--- src/rtl/logic_sweep_pkg.sv ---
// logic_sweep_pkg: shared state encoding and error-counter width for the operand sweeper.
package logic_sweep_pkg;
    localparam int ERR_CNT_W = 8;
    typedef enum logic [1:0] {IDLE = 2'd0, RUN = 2'd1, DONE = 2'd2} state_t;
endpackage

--- src/rtl/logic_operand_sweeper_if.sv ---
// logic_operand_sweeper_if: operand sweep bus; result-return and error-count signals
// exist only when LOGIC_SWEEP_CHECK_EN is defined.
interface logic_operand_sweeper_if #(parameter int WIDTH = 2);
    import logic_sweep_pkg::*;
    logic start;
    logic [WIDTH-1:0] a_o;
    logic [WIDTH-1:0] b_o;
    logic vld_o;
    logic busy_o;
    logic done_o;
    logic [2*WIDTH-1:0] vec_idx_o;
`ifdef LOGIC_SWEEP_CHECK_EN
    logic [WIDTH-1:0] bitwise_i;
    logic logical_i;
    logic [ERR_CNT_W-1:0] err_cnt_o;
`endif
    modport master (
        input start,
        output a_o, b_o, vld_o, busy_o, done_o, vec_idx_o
`ifdef LOGIC_SWEEP_CHECK_EN
        , input bitwise_i, logical_i
        , output err_cnt_o
`endif
    );
    modport slave (
        output start,
        input a_o, b_o, vld_o, busy_o, done_o, vec_idx_o
`ifdef LOGIC_SWEEP_CHECK_EN
        , output bitwise_i, logical_i
        , input err_cnt_o
`endif
    );
endinterface

--- src/rtl/logic_sweep_ref.sv ---
// logic_sweep_ref: expected bitwise and logical AND of the current operand pair.
module logic_sweep_ref #(parameter int WIDTH = 2) (
    input  logic [WIDTH-1:0] a,
    input  logic [WIDTH-1:0] b,
    output logic [WIDTH-1:0] bitwise,
    output logic             logical
);
    assign bitwise = a & b;
    assign logical = (|a) && (|b);
endmodule

--- src/rtl/logic_operand_sweeper.sv ---
// logic_operand_sweeper: walks every (a,b) operand pair, holding each for HOLD cycles.
// Optional result checker enabled by macro LOGIC_SWEEP_CHECK_EN.
module logic_operand_sweeper import logic_sweep_pkg::*; #(
    parameter int WIDTH = 2,
    parameter int HOLD  = 2
) (
    input logic clk,
    input logic rst,
    logic_operand_sweeper_if.master bus
);
    localparam int IW = 2 * WIDTH;
    localparam logic [IW-1:0] LAST_IDX = '1;
    localparam logic [7:0] LAST_H = 8'(HOLD - 1);
    state_t state, state_n;
    logic [IW-1:0] idx, idx_n;
    logic [7:0] hcnt, hcnt_n;
    logic hold_end, run;
    assign hold_end = hcnt == LAST_H;
    assign run = state == RUN;
    always_ff @(posedge clk or posedge rst) begin
        if (rst) begin
            state <= IDLE;
            idx   <= '0;
            hcnt  <= '0;
        end else begin
            state <= state_n;
            idx   <= idx_n;
            hcnt  <= hcnt_n;
        end
    end
    // idx parks on the last vector when RUN ends; DONE clears it for the next sweep
    always_comb begin
        state_n = state;
        idx_n   = idx;
        hcnt_n  = hcnt;
        case (state)
            IDLE: if (bus.start) begin
                state_n = RUN;
                idx_n   = '0;
                hcnt_n  = '0;
            end
            RUN: if (hold_end) begin
                hcnt_n  = '0;
                state_n = idx == LAST_IDX ? DONE : RUN;
                idx_n   = idx == LAST_IDX ? idx : idx + IW'(1);
            end else begin
                hcnt_n = hcnt + 8'd1;
            end
            DONE: begin
                state_n = IDLE;
                idx_n   = '0;
                hcnt_n  = '0;
            end
            default: state_n = IDLE;
        endcase
    end
    assign bus.vld_o     = run;
    assign bus.busy_o    = run;
    assign bus.done_o    = state == DONE;
    assign bus.vec_idx_o = run ? idx : '0;
    assign bus.a_o       = run ? idx[IW-1:WIDTH] : '0;
    assign bus.b_o       = run ? idx[WIDTH-1:0] : '0;
`ifdef LOGIC_SWEEP_CHECK_EN
    logic [WIDTH-1:0] exp_bw;
    logic exp_lg, bad;
    logic [ERR_CNT_W-1:0] err_cnt;
    logic_sweep_ref #(.WIDTH(WIDTH)) u_ref (
        .a       (bus.a_o),
        .b       (bus.b_o),
        .bitwise (exp_bw),
        .logical (exp_lg)
    );
    assign bad = run && hold_end && (bus.bitwise_i != exp_bw || bus.logical_i != exp_lg);
    always_ff @(posedge clk or posedge rst) begin
        if (rst)
            err_cnt <= '0;
        else if (state == IDLE && bus.start)
            err_cnt <= '0;
        else if (bad && err_cnt != '1)
            err_cnt <= err_cnt + ERR_CNT_W'(1);
    end
    assign bus.err_cnt_o = err_cnt;
`endif
endmodule

--- src/flat_wrapper.sv ---
// flat-port wrapper written by rule: the top's interface ports become plain ports
module logic_operand_sweeper_flat import logic_sweep_pkg::*;
#(
    parameter int WIDTH = 2,
    parameter int HOLD  = 2
)
  (clk, rst, bus_start, bus_a_o, bus_b_o, bus_vld_o, bus_busy_o, bus_done_o, bus_vec_idx_o);
  logic_operand_sweeper_if #(.WIDTH(WIDTH)) bus_i ();
  input logic clk;
  input logic rst;
  input wire logic [$bits(bus_i.start)-1:0] bus_start;
  output wire logic [$bits(bus_i.a_o)-1:0] bus_a_o;
  output wire logic [$bits(bus_i.b_o)-1:0] bus_b_o;
  output wire logic [$bits(bus_i.vld_o)-1:0] bus_vld_o;
  output wire logic [$bits(bus_i.busy_o)-1:0] bus_busy_o;
  output wire logic [$bits(bus_i.done_o)-1:0] bus_done_o;
  output wire logic [$bits(bus_i.vec_idx_o)-1:0] bus_vec_idx_o;
  assign bus_i.start = bus_start;
  assign bus_a_o = bus_i.a_o;
  assign bus_b_o = bus_i.b_o;
  assign bus_vld_o = bus_i.vld_o;
  assign bus_busy_o = bus_i.busy_o;
  assign bus_done_o = bus_i.done_o;
  assign bus_vec_idx_o = bus_i.vec_idx_o;
  logic_operand_sweeper #(.WIDTH(WIDTH), .HOLD(HOLD)) u_core (.clk(clk), .rst(rst), .bus(bus_i));
endmodule
--- config.mk ---
export PLATFORM = sky130hd
export DESIGN_NAME = logic_operand_sweeper_flat
export DESIGN_NICKNAME = d
export VERILOG_FILES = /design/src/rtl/logic_sweep_pkg.sv /design/src/rtl/logic_operand_sweeper_if.sv /design/src/rtl/logic_sweep_ref.sv /design/src/rtl/logic_operand_sweeper.sv /design/src/flat_wrapper.sv
export SDC_FILE = /design/constraint.sdc
export NUM_CORES = 1
export LEC_CHECK = 0
export CORE_MARGIN = 3
export CORE_UTILIZATION = 37
export DETAILED_ROUTE_END_ITERATION = 10
export PLACE_DENSITY = 0.55
export SLEW_MARGIN = 15
export SYNTH_ARGS = -nofsm -noshare
export SYNTH_HDL_FRONTEND = slang
export SYNTH_SLANG_ARGS = --single-unit
--- constraint.sdc ---
create_clock -name clk -period 2.95 [get_ports clk]
set_input_delay 0.59 -clock clk [delete_from_list [all_inputs] [get_ports clk]]
set_output_delay 0.59 -clock clk [all_outputs]
set_load 0.05 [all_outputs]
* Word-level counts from Yosys, hierarchy flattened
Index checks and enable logic that the tools add are counted.
W data, S select, Z words.
** Storage, ports and cells
- Bits in registers :: 14
- Input port bits :: 3
** Operators by class
- $add $sub $neg :: 2
- Equal/unequal tests :: 7
- Muxes and demuxes :: 14
- Reductions and logical operators :: 5
** Operators with widths (count)
- $pmux W8 S3 :: 1
- $mux W4 :: 4
- $mux W8 :: 2
- $pmux W4 S3 :: 1
- $mux W2 :: 5
- $add A8 B1 Y8 const B :: 1
- $eq A8 B1 Y1 const B :: 1
- $add A4 B1 Y4 const B :: 1
- $eq A4 B4 Y1 const B :: 1
- $ne A2 B2 Y1 const B :: 2
- $pmux W2 S2 :: 1
- $reduce_and A2 Y1 :: 2
- $reduce_and A4 Y1 :: 1
- $reduce_bool A3 Y1 :: 1
- $eq A2 B1 Y1 const B :: 1
- $eq A2 B2 Y1 const B :: 1
- $logic_not A2 Y1 :: 1
- $ne A2 B1 Y1 const B :: 1

* Logic depth before layout (Yosys ltp)
Gate-level depths: netlist of run 1.
- Word-level depth :: 4
- Depth in mapped cells :: 6

* Worst setup path after synthesis of run 1
Ideal clock, no wire load.
- Kind :: register to output
- Start :: register u_core.state[0]
- End :: output port bus_vec_idx_o[0]
- Data arrival time :: 1.890 ns
- Data required time :: 2.360 ns
- Path slack :: 0.470 ns
- Stages on the path, launching flop included :: 5
- Cells stage by stage :: dfrtp_1 nand2b_1 clkinv_1 and2_1 buf_4
** Between the ends
- Longest elaborated chain between the ends :: 2
** Ends and longest elaborated chain
- start, declared :: RTL line logic_operand_sweeper.sv:14 : state_t state, state_n;
- start signal, assigned :: RTL line logic_operand_sweeper.sv:26 : state <= state_n;
- $eq A2 B1 Y1 :: RTL line logic_operand_sweeper.sv:19 : assign run = state == RUN;
- named net bus_busy_o :: RTL line flat_wrapper.sv:15 : output wire logic [$bits(bus_i.busy_o)-1:0] bus_busy_o;
- $mux W4 :: RTL line logic_operand_sweeper.sv:60 : assign bus.vec_idx_o = run ? idx : '0;
- end, declared :: RTL line flat_wrapper.sv:17 : output wire logic [$bits(bus_i.vec_idx_o)-1:0] bus_vec_idx_o;
The timed path passes the listed nets, and every way through them passes these cells.

* Final worst setup path of run 1
- Start :: register u_core.state[1]
- End :: output port bus_b_o[0]
** Between the ends
- Longest elaborated chain between the ends :: 2
** Ends and longest elaborated chain
- $eq A2 B1 Y1 :: RTL line logic_operand_sweeper.sv:19
- $mux W2 :: RTL line logic_operand_sweeper.sv:62 : assign bus.b_o = run ? idx[WIDTH-1:0] : '0;
- end, declared :: RTL line flat_wrapper.sv:13 : output wire logic [$bits(bus_i.b_o)-1:0] bus_b_o;
No other way between the ends.

==> results of run 1 <==
-- area by class of cell --
| type | count | area share, % |
|---|---|---|
| clock buffers | 3 | 2.29 |
| inverters | 4 | 1.53 |
| multi-input cells | 65 | 43.8 |
| flip-flops and latches | 14 | 35.7 |
| well taps | 27 | 3.44 |
| repair buffers | 13 | 13.2 |
-- stage by stage --
stage,hold slack [ns],cell area (um2),utilization (%),total power [mW]
2_1_floorplan,0.460,837,-,0.798
3_3_place_gp,0.498,960,47.0,0.934
3_5_place_dp,0.497,960,47.0,0.934
4_1_cts,0.507,982,48.1,1.04
5_1_grt,0.546,982,48.1,1.12
6_report,0.508,982,48.1,1.03
-- worst max path at each step --
stage	slack, ns	to	depth (start not counted)
floorplan	0.47	bus_vec_idx_o[0]	4
global placement	0.52	bus_vec_idx_o[0]	4
detailed placement	0.46	bus_b_o[0]	4
CTS	0.15	bus_b_o[0]	4
global route	0.0008	bus_vec_idx_o[0]	4
finish	0.15	bus_b_o[0]	4
-- cells by family after synthesis --
group                      share of synthesized area [%]
buffers and inverters                               6.73
AOI/OAI and AO/OA                                   13.9
DFF                                                 41.9
and+or+nand+nor                                     27.8
adders and majority gates                           4.48
xor gates and xnor gates                            5.23
-- placed cells by master (no fill, tap or decap), drive strengths merged, types with 2 or more instances in the layout --
cell type	instances
dfrtp	14
clkdlybuf4s50	13
nor2	11
nand2	8
xor2	5
and2	4
nand3	4
inv	3
nand4	3
ha	3
clkbuf	3
a21oi	3
or3	2
and3	2
a31oi	2
o31ai	2
nor3	2
and4	2
-- metal layers --
metal,vias to the layer above,track usage (%),share of wire (%)
li1,335,-,-
met1,325,19.0,50
met2,23,19.8,43
met3,2,5.82,5.7
met4,0,6.38,1.1
met5,-,0,0
-- registers in the layout (all words and copies together) (netlist names) --
name          cells
u_core.hcnt       8
u_core.state      2
u_core.idx        4
-- power by group --
| group | total, mW | switching, mW | internal (mW) |
|---|---|---|---|
| combinational | 0.569 | 0.359 | 0.210 |
| clock | 0.102 | 0.0550 | 0.0473 |
| sequential | 0.360 | 0.0958 | 0.264 |
| total | 1.03 | 0.509 | 0.522 |
==> results.py, run 1 <==
metrics = {
    "critical_path": {
        "worstReg2RegEnd": "u_core.idx[1]$_DFFE_PP0P_",
        "end_kind": "primary output",
        "rrSetupSlack_ns": 1.14,
        "worst-path-max-fanout": 11,
        "slowest_stage": "clkdlybuf4s50_1",
        "crit_buf_inv": 2,
        "crit_chain": "nand2b_1 -> clkinv_1 -> and2_1 -> clkdlybuf4s50_1",
        "cp.arrival_ns": 2.21,
        "crit_path_start_kind": "register",
        "slowest_delay_ns": 0.70,
        "required_ns": 2.36,
        "ff2ff_path_depth": 6,
        "cp_top_family": "buffers and inverters",
        "path_class": "register to primary output",
        "crit_start": "u_core.state[1]$_DFFE_PP0P_",
        "r2r-start": "u_core.hcnt[1]$_DFFE_PP0P_",
    },
    "synth": {
        "synth_common_cells": "14 x dfrtp_1, 11 x nor2_1, 7 x nand2_1",
        "synthCells": 89,
        "ys_types": 35,
        "synth_top_cell_by_area": "dfrtp_1",
        "synth_area_um2": 837,
        "synth_most_common_cell": "dfrtp_1",
        "synth.avg_cell_area_um2": 9.41,
        "yosysTopAreaCellShare_pct": 41.9,
        "syn-num-nets": 95,
        "yosys_warnings": 0,
        "synthFlopType": "dfrtp_1",
        "yosysSeqAreaShare_pct": 41.9,
        "ys_top_cells_by_area": "dfrtp_1 42%, xor2_1 5.2%, nor2_1 4.9%, buf_4 4.5%, ha_1 4.5%",
        "synth_edf_count": 0,
        "ys_seq_elements": 14,
        "synthArstFlopShare_pct": 100,
    },
    "pwr": {
        "power_leakage_nw": 0.434,
        "ir_drop_v": 0.000539,
        "power_density_nw_per_um2": 1050,
    },
    "global_routing": {
        "antenna_found_initial": 0,
        "grt_pass1_vias": 602,
        "gr-total-overflow": 0,
        "grt_max_degree": 15,
        "grt_pass1_wl_um": 2840,
        "grt_use_total_pct": 14.2,
    },
    "sta": {
        "layout_setup_ws_ns": 0.150,
        "max_freq_ghz": 0.357,
        "tightest_slew_ns": 0.544,
        "finalMaxSlewViolations": 0,
        "maxSlewHeadroom_pct": 63.7,
        "rsz0062_at_grt": "no",
        "hold_violations": 0,
        "fin_worst_skew_ns": 0.00706,
        "finalSetupTns_ns": 0,
        "period_minus_slack_ns": 2.80,
        "final-setup-viol-count": 0,
        "period_share_pct": 94.9,
    },
    "floorplanning": {
        "start_util_pct": 41.0,
        "ios": 14,
        "design.core.area_um2": 2040,
        "die-area_um2": 2870,
        "die_x_um": 53.6,
        "die_h_um": 53.6,
        "rows": 16,
    },
    "detailed_routing": {
        "dr_total_vias": 685,
        "route.detailed.drc": 0,
        "drtPass1Iterations": 4,
        "avgViaCountPerCell": 5.44,
        "post_drt_wl_per_cell_um": 13.5,
        "wirelength_um": 1700,
        "ant_nets": 0,
        "drt_iter0_markers": 21,
    },
    "clocking": {
        "clock_path_buffers": 2,
        "cts.repair.resized": 0,
        "clk_pin_slew_ns": 0.08,
        "post-cts-setup-buffer-count": 0,
        "cts_root_buf": "clkbuf_4",
        "cts_tree": "yes",
        "cts_buffers": 3,
        "postCtsHoldBufs": 0,
        "h-tree-depth": 1,
        "numClockSinks": 14,
        "clkLatencyLatePin_ns": 0.27,
    },
    "final_layout": {
        "fill_cells": 210,
        "multiInputGateArea_um2": 430,
        "nNetsFinal": 107,
        "area_delta_synth_final_pct": 17.3,
        "antenna_cells": 0,
        "final-instance-count-excl-fill": 126,
        "drive_gt1_share_pct": 8.08,
        "seq_area_um2": 350,
    },
    "place": {
        "hpwlAfterDp_um": 1280,
        "port_buffers": 13,
        "gp_congestion": 0.805,
        "pre_cts_ws_ns": 0.462,
        "place_inst": 123,
    },
    "flow_run": {
        "maxCapViolCount": 0,
    },
    "min_path": {
        "hold_start": "u_core.hcnt[7]$_DFFE_PP0P_",
        "holdPathEnd": "u_core.hcnt[7]$_DFFE_PP0P_",
        "hold_depth": 1,
        "hold_class": "register to register",
    },
    "status": {
        "status": "complete, no violations",
    },
}
Note: power is estimated with default switching activity, not from simulation.
==> run 2, diff against run 1 <==
--- a/config.mk
+++ b/config.mk
@@ -5,6 +5,7 @@
 export SDC_FILE = /design/constraint.sdc
 export NUM_CORES = 1
 export LEC_CHECK = 0
+export ABC_CLOCK_PERIOD_IN_PS = 3070
 export CORE_MARGIN = 3
 export CORE_UTILIZATION = 37
 export DETAILED_ROUTE_END_ITERATION = 10
==> constraint.sdc (replaced) <==
create_clock -name clk -period 3.07 [get_ports clk]
set_input_delay 0.614 -clock clk [delete_from_list [all_inputs] [get_ports clk]]
set_output_delay 0.614 -clock clk [all_outputs]
set_load 0.05 [all_outputs]
==> results of run 2 <==
The final DEF is identical to that of run 1. Status: complete, no violations.
Main changes from that run: setup slack after placement 0.462 ns -> 0.558 ns; setup slack after layout 0.150 ns -> 0.246 ns; register-to-register setup slack 1.14 ns -> 1.26 ns; total power 1.03 mW -> 0.991 mW; worst IR drop on VDD 0.000539 V -> 0.000518 V
